===== src/rtl/branch_resolve_unit.sv =====
// Branch resolver: evaluates the condition, computes target and redirect PC, and flags mispredicts. Result appears 2 cycles after accept.
// valid/ready on both sides with one op per stage; a stalled output holds stable and back-pressures into s1 and then in_ready.
module branch_resolve_unit #(
  parameter int WIDTH  = 32,
  parameter int ADDR_W = 32,
  parameter int CNT_W  = 16
) (
  input  logic              clk,
  input  logic              rst,
  input  logic              in_valid,
  output logic              in_ready,
  input  logic [WIDTH-1:0]  a,
  input  logic [WIDTH-1:0]  b,
  input  logic [3:0]        bf,
  input  logic [ADDR_W-1:0] pc,
  input  logic [ADDR_W-1:0] offset,
  input  logic              pred_taken,
  input  logic [ADDR_W-1:0] pred_target,
  input  logic              flush,
  output logic              out_valid,
  input  logic              out_ready,
  output logic              taken,
  output logic              mispredict,
  output logic [ADDR_W-1:0] redirect_pc,
  output logic              illegal,
  output logic [CNT_W-1:0]  br_count,
  output logic [CNT_W-1:0]  mis_count
);

  localparam logic [ADDR_W-1:0] INSN_BYTES = ADDR_W'(4);

  logic              s1_valid;
  logic              s1_taken;
  logic              s1_illegal;
  logic              s1_pred_taken;
  logic [ADDR_W-1:0] s1_target;
  logic [ADDR_W-1:0] s1_fall;
  logic [ADDR_W-1:0] s1_pred_target;

  logic              c_taken;
  logic              c_illegal;
  logic [ADDR_W-1:0] c_fall;
  logic [ADDR_W-1:0] c_target;
  logic              a_neg;
  logic              a_zero;
  logic              s2_adv;
  logic              s1_adv;
  logic              in_xfer;
  logic              out_xfer;
  logic              s1_mis;

  assign a_neg  = a[WIDTH-1];
  assign a_zero = (a == '0);

  always_comb begin
    c_taken   = 1'b0;
    c_illegal = 1'b0;
    case (bf)
      4'h0:    c_taken = a_neg;
      4'h1:    c_taken = !a_neg;
      4'h2:    c_taken = (a == b);
      4'h3:    c_taken = (a != b);
      4'h4:    c_taken = a_neg || a_zero;
      4'h5:    c_taken = !a_neg && !a_zero;
      4'h6:    c_taken = ($signed(a) < $signed(b));
      4'h7:    c_taken = ($signed(a) >= $signed(b));
      4'h8:    c_taken = (a < b);
      4'h9:    c_taken = (a >= b);
      4'hA:    c_taken = 1'b1;
      default: c_illegal = 1'b1;
    endcase
  end

  // Both sums wrap modulo 2^ADDR_W.
  assign c_fall   = pc + INSN_BYTES;
  assign c_target = c_fall + (offset << 2);

  assign s2_adv   = !out_valid || out_ready;
  assign s1_adv   = s2_adv || !s1_valid;
  assign in_ready = s1_adv && !flush;
  assign in_xfer  = in_valid && in_ready;
  assign out_xfer = out_valid && out_ready;
  assign s1_mis   = (s1_pred_taken != s1_taken) ||
                    (s1_taken && (s1_pred_target != s1_target));

  always_ff @(posedge clk) begin
    if (in_xfer) begin
      s1_taken       <= c_taken;
      s1_illegal     <= c_illegal;
      s1_target      <= c_target;
      s1_fall        <= c_fall;
      s1_pred_taken  <= pred_taken;
      s1_pred_target <= pred_target;
    end
  end

  always_ff @(posedge clk) begin
    if (rst) begin
      s1_valid    <= 1'b0;
      out_valid   <= 1'b0;
      taken       <= 1'b0;
      mispredict  <= 1'b0;
      illegal     <= 1'b0;
      redirect_pc <= '0;
      br_count    <= '0;
      mis_count   <= '0;
    end else begin
      // A result leaving in the flush cycle still counts.
      if (out_xfer) begin
        if (br_count != '1) br_count <= br_count + CNT_W'(1);
        if (mispredict && (mis_count != '1)) mis_count <= mis_count + CNT_W'(1);
      end
      if (flush) begin
        s1_valid  <= 1'b0;
        out_valid <= 1'b0;
      end else begin
        if (s2_adv) begin
          out_valid <= s1_valid;
          if (s1_valid) begin
            taken       <= s1_taken;
            illegal     <= s1_illegal;
            mispredict  <= s1_mis;
            redirect_pc <= s1_taken ? s1_target : s1_fall;
          end
        end
        if (s1_adv) s1_valid <= in_valid;
      end
    end
  end

endmodule


===== config.mk =====
export PLATFORM = sky130hd
export DESIGN_NAME = branch_resolve_unit
export DESIGN_NICKNAME = d
export VERILOG_FILES = /design/src/rtl/branch_resolve_unit.sv
export SDC_FILE = /design/constraint.sdc
export NUM_CORES = 1
export LEC_CHECK = 0
export BUFFER_PORTS_ARGS = -buffer_cell sky130_fd_sc_hd__buf_2
export CORE_ASPECT_RATIO = 0.9
export CORE_MARGIN = 3
export CORE_UTILIZATION = 35
export DETAILED_ROUTE_END_ITERATION = 10
export SYNTH_ARGS = -nofsm -noshare
export SYNTH_HDL_FRONTEND = slang
export SYNTH_SLANG_ARGS = --single-unit

===== constraint.sdc =====
create_clock -name clk -period 8.5 [get_ports clk]
set_clock_uncertainty 0.05 [all_clocks]
set_input_delay 2.55 -clock clk [delete_from_list [all_inputs] [get_ports clk]]
set_output_delay 2.55 -clock clk [all_outputs]
set_load 0.005 [all_outputs]

==> metrics.md, run 1 <==
| Metric | Value |
|---|---|
| Run status | `finished clean` |
| R2R cell count | `4` |
| Synth area leaders | `edfxtp_1 32%, dfxtp_1 15%, ha_1 8.8%, xor2_1 5.4%, xnor2_1 5.1%` |
| Clock Pin Slew Worst Setup and Hold Paths | `0.07 ns` |
| Core Util, Final | `44.70%` |
| # Max-Cap Violations | `0` |
| Row count | `55` |
| Largest stage delay on the critical path | `0.37 ns` |
| Pwr Total | `2102 µW` |
| Hold Path End | `illegal$_SDFFE_PP0P_` |
| Synth cell types | `62` |
| Synthesis Warnings | `0` |
| First-pass DRT Iterations | `5` |
| Commonest cells post-synth | `97 x edfxtp_1, 92 x nor2_1, 69 x dfxtp_1, 64 x ha_1, 56 x xor2_1` |
| Largest net degree at the start of global routing | `70` |
| Detailed placement HPWL | `18,120 µm` |
| Initial antenna violation count | `2` |
| Crit path DAT | `about 6 ns` |
| Cells after Synth | `860` |
| Synth Area per Inst | `about 11 µm²` |
| Layer with the highest usage | `met2` |
| Worst Setup End Kind | `flop` |
| P per Cell Area | `between 150 and 200 mW/mm²` |
| Fin Setup TNS | `0 ns` |
| Startpoint type of the worst setup path | `input port` |
| Final period util | `about two thirds` |
| Vias | `7,165` |
| Slew margin rel. | `44.18%` |
| Ys async rst share | `0%` |
| Fin crit period | `5.813 ns` |
| Yosys reg bits | `166` |
| Critical R2R Launch | `out_valid$_SDFFE_PP0P_` |
| Hold_sp | `s1_illegal$_DFFE_PP_` |
| Die Ht | `159.4 µm` |
| Core Box Area | `~0.025 mm²` |
| Final ANT Viol Nets | `0` |
| Tightest Pin Transition | `0.8373 ns` |
| Area share of the largest cell type after synthesis | `31.83%` |
| Pleak | `0.004892 µW` |
| Share of cells above drive strength 1 | `26.19%` |
| Input/output buffers | `236` |
| Chip width | `around 180 µm` |
| Initial Util | `35.94%` |
| Final hold viol count | `0` |
| Post-Route WL | `approximately 23,000 µm` |
| Synth area leader | `edfxtp_1` |
| Crit path kind | `input port to flop` |
| Final WS setup | `roughly 2.7 ns` |
| M3 GR Usage | `under 10%` |
| Synth Cell Area | `0.009151 mm²` |
| Met2 usage | `26.34%` |
| Reg2reg end | `s1_target[7]$_DFFE_PP_` |
| Io pins | `239` |
| Req. time, crit path | `8.63 ns` |
| Post-synth EDFFs | `97` |
| Number of setup buffers added after CTS | `0` |
| Via-per-instance ratio | `4.921` |
| Die ar. | `0.02813 mm²` |
| Main synth FF type | `edfxtp_1` |
| Worst-Skew Late Latency | `between 0.4 and 0.5 ns` |
| Fmax | `172.0 MHz` |
| Slowest cell on crit path | `a311oi_1` |
| Sink Count | `166` |
| CP cell instances | `buf_2 > ha_1 > nand4_1 > nor2_1 > nand2_1 > nor2_1 > nand4_1 > xnor2_1 > ha_1 > a21o_1 > a21oi_1 > o21bai_1 > o2bb2ai_1 > a311oi_1 > o41ai_1 > a21oi_1 > xnor2_1` |
| # hold bufs at CTS | `0` |
| Unrepaired setup endpoints after global routing | `no` |
| Root buf cell | `clkbuf_16` |
| Tot GR Track Use | `16.59%` |
| Fin. max-slew vios | `0` |
| First-pass GRT wire length | `36,890 µm` |
| Seq/Total Area, Yosys | `between 40% and 50%` |
| Cts bufs inserted | `17` |
| Count leader, synth | `edfxtp_1` |
| Post_cts resized | `0` |
| Residual DRC | `0` |
| TritonCTS clock tree | `built` |
| Area grow syn2layout | `24.38%` |
| Hold Path Depth | `2` |
| Post-synthesis net count | `1,095` |
| Placement Cell Area | `0.01072 mm²` |
| Routed wire per std cell | `16.07 µm` |
| Initial drt markers | `481` |
| R2R Setup Slk | `approximately 6.1 ns` |
| Max H-tree Level | `4` |
| Post-Place Worst Slack | `approximately 2.3 ns` |
| Max FO, Critical Path | `5` |
| Placer Congestion | `0.8768` |
| Final setup viols | `0` |
| HP Class | `flop to flop` |
| Met1 GRT Util | `22.97%` |
| Nets@finish | `1,333` |
| Fin area | `between 0.01 and 0.015 mm²` |
| Clk buf depth | `2` |
| Congestion Overflow GR | `0` |
| Fillers | `2,483` |
| Peak supply drop | `~0.15 mV` |
| Vias in the first global route | `6,941` |
-- flip-flops by register name, summed over array words and instances (netlist names) --
register	count
s1_fall	30
out_valid	1
s1_illegal	1
s1_target	32
illegal	1
br_count	16
s1_pred_target	32
s1_pred_taken	1
redirect_pc	32
s1_taken	1
taken	1
s1_valid	1
mispredict	1
mis_count	16
-- final cells by class --
type,instances,area [µm²],area share (%)
antenna,3,7.507,0.06596
inverter,49,183.9,1.616
clock buffer,19,442.9,3.891
timing repair buffer,240,1211,10.64
sequential,166,4294,37.73
clock inverter,13,212.7,1.869
tap,342,427.9,3.759
multi-input combinational,624,4602,40.43
-- metal layers --
layer / up-vias / part of all wire [%] / wire length (µm)
li1: 3644 / - / -
met1: 3337 / 48 / 11290
met2: 161 / 46 / 10660
met3: 23 / 4.3 / 1005
met4: 0 / 1.9 / 453
met5: - / 0 / 0
-- worst max-delay path, delay by kind of cell --
family          cells  cell delay, ns
xor+xnor            2            0.32
fa+ha+maj           2            0.54
compound gates      7            1.36
buf+inv             1            0.13
simple gates        5            1.05
-- worst max-delay path by stage --
stage               from  slack [ns]                      end
6_report           pc[2]        2.69  s1_target[31]$_DFFE_PP_
5_1_grt            pc[2]        2.34  s1_target[31]$_DFFE_PP_
4_1_cts            pc[2]        2.69  s1_target[31]$_DFFE_PP_
3_5_place_dp       pc[2]        2.25  s1_target[31]$_DFFE_PP_
3_3_place_gp       pc[2]        2.35  s1_target[31]$_DFFE_PP_
2_1_floorplan  out_ready        2.88    s1_fall[10]$_DFFE_PP_
-- power breakdown --
group	leakage, µW	internal [µW]	switching (µW)
sequential	0.00147	908	25.5
combinational	0.00311	141	171
clock	0.000318	513	345
-- per-stage QoR --
| step | instances | hold WS (ns) |
|---|---|---|
| floorplan | 860 | 0.4065 |
| global placement | 1421 | 0.4153 |
| detailed placement | 1421 | 0.4338 |
| CTS | 1453 | 0.4509 |
| global route | 1455 | 0.4668 |
| finish | 1456 | 0.4412 |
-- placed cells by master (no fill, tap or decap), types with 5 or more instances in the layout --
master	netlist	routed
buf_2	0	236
edfxtp_1	97	97
nor2_1	92	92
dfxtp_1	69	69
ha_1	64	64
xor2_1	56	56
xnor2_1	53	53
inv_1	49	49
a21oi_1	41	41
mux2i_1	38	38
nand2_1	35	35
a211oi_1	35	35
nand3_1	30	30
nand4_1	25	25
clkbuf_16	0	17
o21ai_0	15	15
nor4_1	15	15
a21o_1	14	14
and4_1	11	11
nor3_1	9	9
and3_1	8	8
o211ai_1	7	7
o21bai_1	6	6
or3_1	6	6
and2_1	6	5
o21ai_1	5	5
nand2b_1	5	5
-- logic make-up (layout without fill, tap and decap cells) --
| family | Yosys count | after routing | share of synthesized area (%) |
|---|---|---|---|
| buffers and inverters | 70 | 321 | 2.871 |
| xor gates and xnor gates | 111 | 111 | 10.91 |
| AOI/OAI and AO/OA | 152 | 152 | 11.51 |
| and+or+nand+nor | 256 | 256 | 14.33 |
| adders and majority gates | 65 | 65 | 8.969 |
| DFF | 166 | 166 | 46.92 |
| other | 0 | 3 | 0 |
| muxes | 40 | 40 | 4.485 |
No activity file was read; power rests on OpenSTA's default activity.
==> inputs of run 2 (changes only) <==
- clock period: 8.5 -> 5.6 ns (I/O delays scaled with it)
==> run 2 against run 1 <==
Compared with the run above: critical path depth unchanged; sequential share of layout area up 0.37 points; flip-flop and latch count unchanged; first-iteration DRC count down 38%; cell area down 0.97%; final cell count unchanged; utilization down 0.43 points; critical endpoint unchanged; largest cell class unchanged; largest power group unchanged.
==> metrics.md, run 2 (synthesized netlist as in run 1, its figures left out) <==
| Metric | Value |
|---|---|
| Worst-Skew Late Latency | `0.42 ns (about the same)` |
| Req. time, crit path | `5.72 ns (-2.91 ns)` |
| Residual DRC | `0 (unchanged)` |
| Crit path kind | `input port to flop` |
| Final setup viols | `0 (unchanged)` |
| Chip width | `176.4 µm (unchanged)` |
| Initial antenna violation count | `4 (+2)` |
| # Max-Cap Violations | `0 (unchanged)` |
| Post-Place Worst Slack | `0.3171 ns (-1.933 ns)` |
| Unrepaired setup endpoints after global routing | `no` |
| Tot GR Track Use | `16.49% (-0.10 points)` |
| Most frequent cells in the layout | `236 x buf_2, 97 x edfxtp_1, 92 x nor2_1` |
| TritonCTS clock tree | `built` |
| Cell Count, Final, Fillers Out | `1,456 (unchanged)` |
| Post-Route WL | `23,630 µm (+0.96%)` |
| Sink Count | `166 (unchanged)` |
| Vias | `7,214 (+0.68%)` |
| Tightest Pin Transition | `0.9535 ns (+0.1162 ns)` |
| Core Box Area | `0.02546 mm² (unchanged)` |
| Detailed placement HPWL | `18,510 µm (+2.1%)` |
| Share of cells above drive strength 1 | `26.17% (about the same)` |
| Commonest non-fill, non-tap cell in the layout | `buf_2` |
| Max FO, Critical Path | `5 (unchanged)` |
| Crit path DAT | `5.02 ns (-0.92 ns)` |
| Run status | `finished clean` |
| Post_cts resized | `0 (unchanged)` |
| Vias in the first global route | `6,853 (-1.3%)` |
| Slew margin rel. | `36.43% (-7.7 points)` |
| Final WS setup | `0.7043 ns (-1.983 ns)` |
| Pleak | `0.004843 µW (-1.0%)` |
| Largest net degree at the start of global routing | `70 (unchanged)` |
| # hold bufs at CTS | `0 (unchanged)` |
| HP Class | `flop to flop` |
| Final ANT Viol Nets | `0 (unchanged)` |
| Die Ht | `159.4 µm (unchanged)` |
| Clk buf depth | `2 (unchanged)` |
| Max H-tree Level | `4 (unchanged)` |
| Area occupied by multi-input gates | `0.004602 mm² (unchanged)` |
| Initial drt markers | `299 (-38%)` |
| Fin. max-slew vios | `0 (unchanged)` |
| Final period util | `about 87%` |
| Via-per-instance ratio | `4.955 (+0.68%)` |
| Routed wire per std cell | `16.23 µm (+0.96%)` |
| First-pass GRT wire length | `36,410 µm (-1.3%)` |
| P per Cell Area | `264.4 mW/mm² (+43%)` |
| Peak supply drop | `0.1925 mV (+27%)` |
| Final hold viol count | `0 (unchanged)` |
| Fmax | `204.3 MHz` |
| Fin crit period | `4.896 ns` |
| Startpoint type of the worst setup path | `input port` |
| Fillers | `2,455 (-1.1%)` |
| Fin Setup TNS | `0 ns (unchanged)` |
| Pwr Total | `2980 µW (+42%)` |
| Row count | `55 (unchanged)` |
| Area grow syn2layout | `23.18%` |
| Placer Congestion | `0.8993 (+2.6%)` |
| Number of setup buffers added after CTS | `0 (unchanged)` |
| Initial Util | `35.94% (unchanged)` |
| Dpl cells | `1,422 (+0.070%)` |
| Register area | `0.004294 mm² (unchanged)` |
| Largest regs | `redirect_pc (32), s1_pred_target (32), s1_target (32)` |
| Nets@finish | `1,334 (+0.075%)` |
| Worst Setup End Kind | `flop` |
| Core Util, Final | `44.27% (-0.43 points)` |
| Clock Pin Slew Worst Setup and Hold Paths | `0.07 ns (about the same)` |
| Root buf cell | `clkbuf_16` |
| Cts bufs inserted | `17 (unchanged)` |
| Die ar. | `0.02813 mm² (unchanged)` |
| First-pass DRT Iterations | `4 (-1)` |
| Input/output buffers | `236 (unchanged)` |
| Congestion Overflow GR | `0 (unchanged)` |
| Io pins | `239 (unchanged)` |
run 2: cell count changes in the layout (fill, tap and decap cells not counted), sizes merged:
cell      before  now
diode          3    2
buf          240  241
bufinv         4    0
clkinv         1    6
clkinvlp       1    2
inv           56   54
run 2: power by group:
part | switching, µW | internal [µW]
clock network | 504 | 585
registers | 38.5 | 1380
logic | 260 | 214
total | 802 | 2180
run 2: through the flow:
| stage | hold WS, ns | instance area (µm²) |
|---|---|---|
| detailed placement | 0.4313 | 10730 |
| floorplan | 0.4065 | 9151 |
| global route | 0.4698 | 11270 |
| finish | 0.4343 | 11270 |
| CTS | 0.4397 | 11270 |
| global placement | 0.4180 | 10730 |
run 2: final timing paths:
path,start,to,slack [ns],cells after the start
worst max-delay path,pc[2],s1_target[31]$_DFFE_PP_,0.70,17
worst min-delay path,s1_illegal$_DFFE_PP_,illegal$_SDFFE_PP0P_,0.43,2
worst max register to register,out_valid$_SDFFE_PP0P_,s1_pred_target[21]$_DFFE_PP_,3.33,4
worst min register to register,s1_illegal$_DFFE_PP_,illegal$_SDFFE_PP0P_,0.43,2
run 2: area by class of cell:
type	count	share of cell area [%]
inverter	49	1.632
multi-input combinational	624	40.83
antenna	2	0.04440
tap	342	3.796
clock inverter	13	0.8658
clock buffer	19	3.929
timing repair buffer	241	10.81
sequential	166	38.10
run 2: worst max-delay path, cell delays in order:
cell and delay, ns:
buf_2 0.15, ha_1 0.22, nand4_1 0.16, nor2_1 0.24
nand2_1 0.11, nor2_1 0.31, nand4_1 0.16, xnor2_1 0.24
ha_1 0.33, a21o_1 0.18, a21oi_1 0.17, o21bai_1 0.12
o2bb2ai_1 0.16, a311oi_1 0.36, o41ai_1 0.14, a21oi_1 0.20
xnor2_1 0.09
run 2: routing by layer:
metal | global-route usage (%) | share of wire (%)
met2 | 25.88 | 46
met1 | 22.73 | 47
met4 | 4.427 | 1.7
met3 | 4.101 | 5.4
met5 | 0 | 0.089
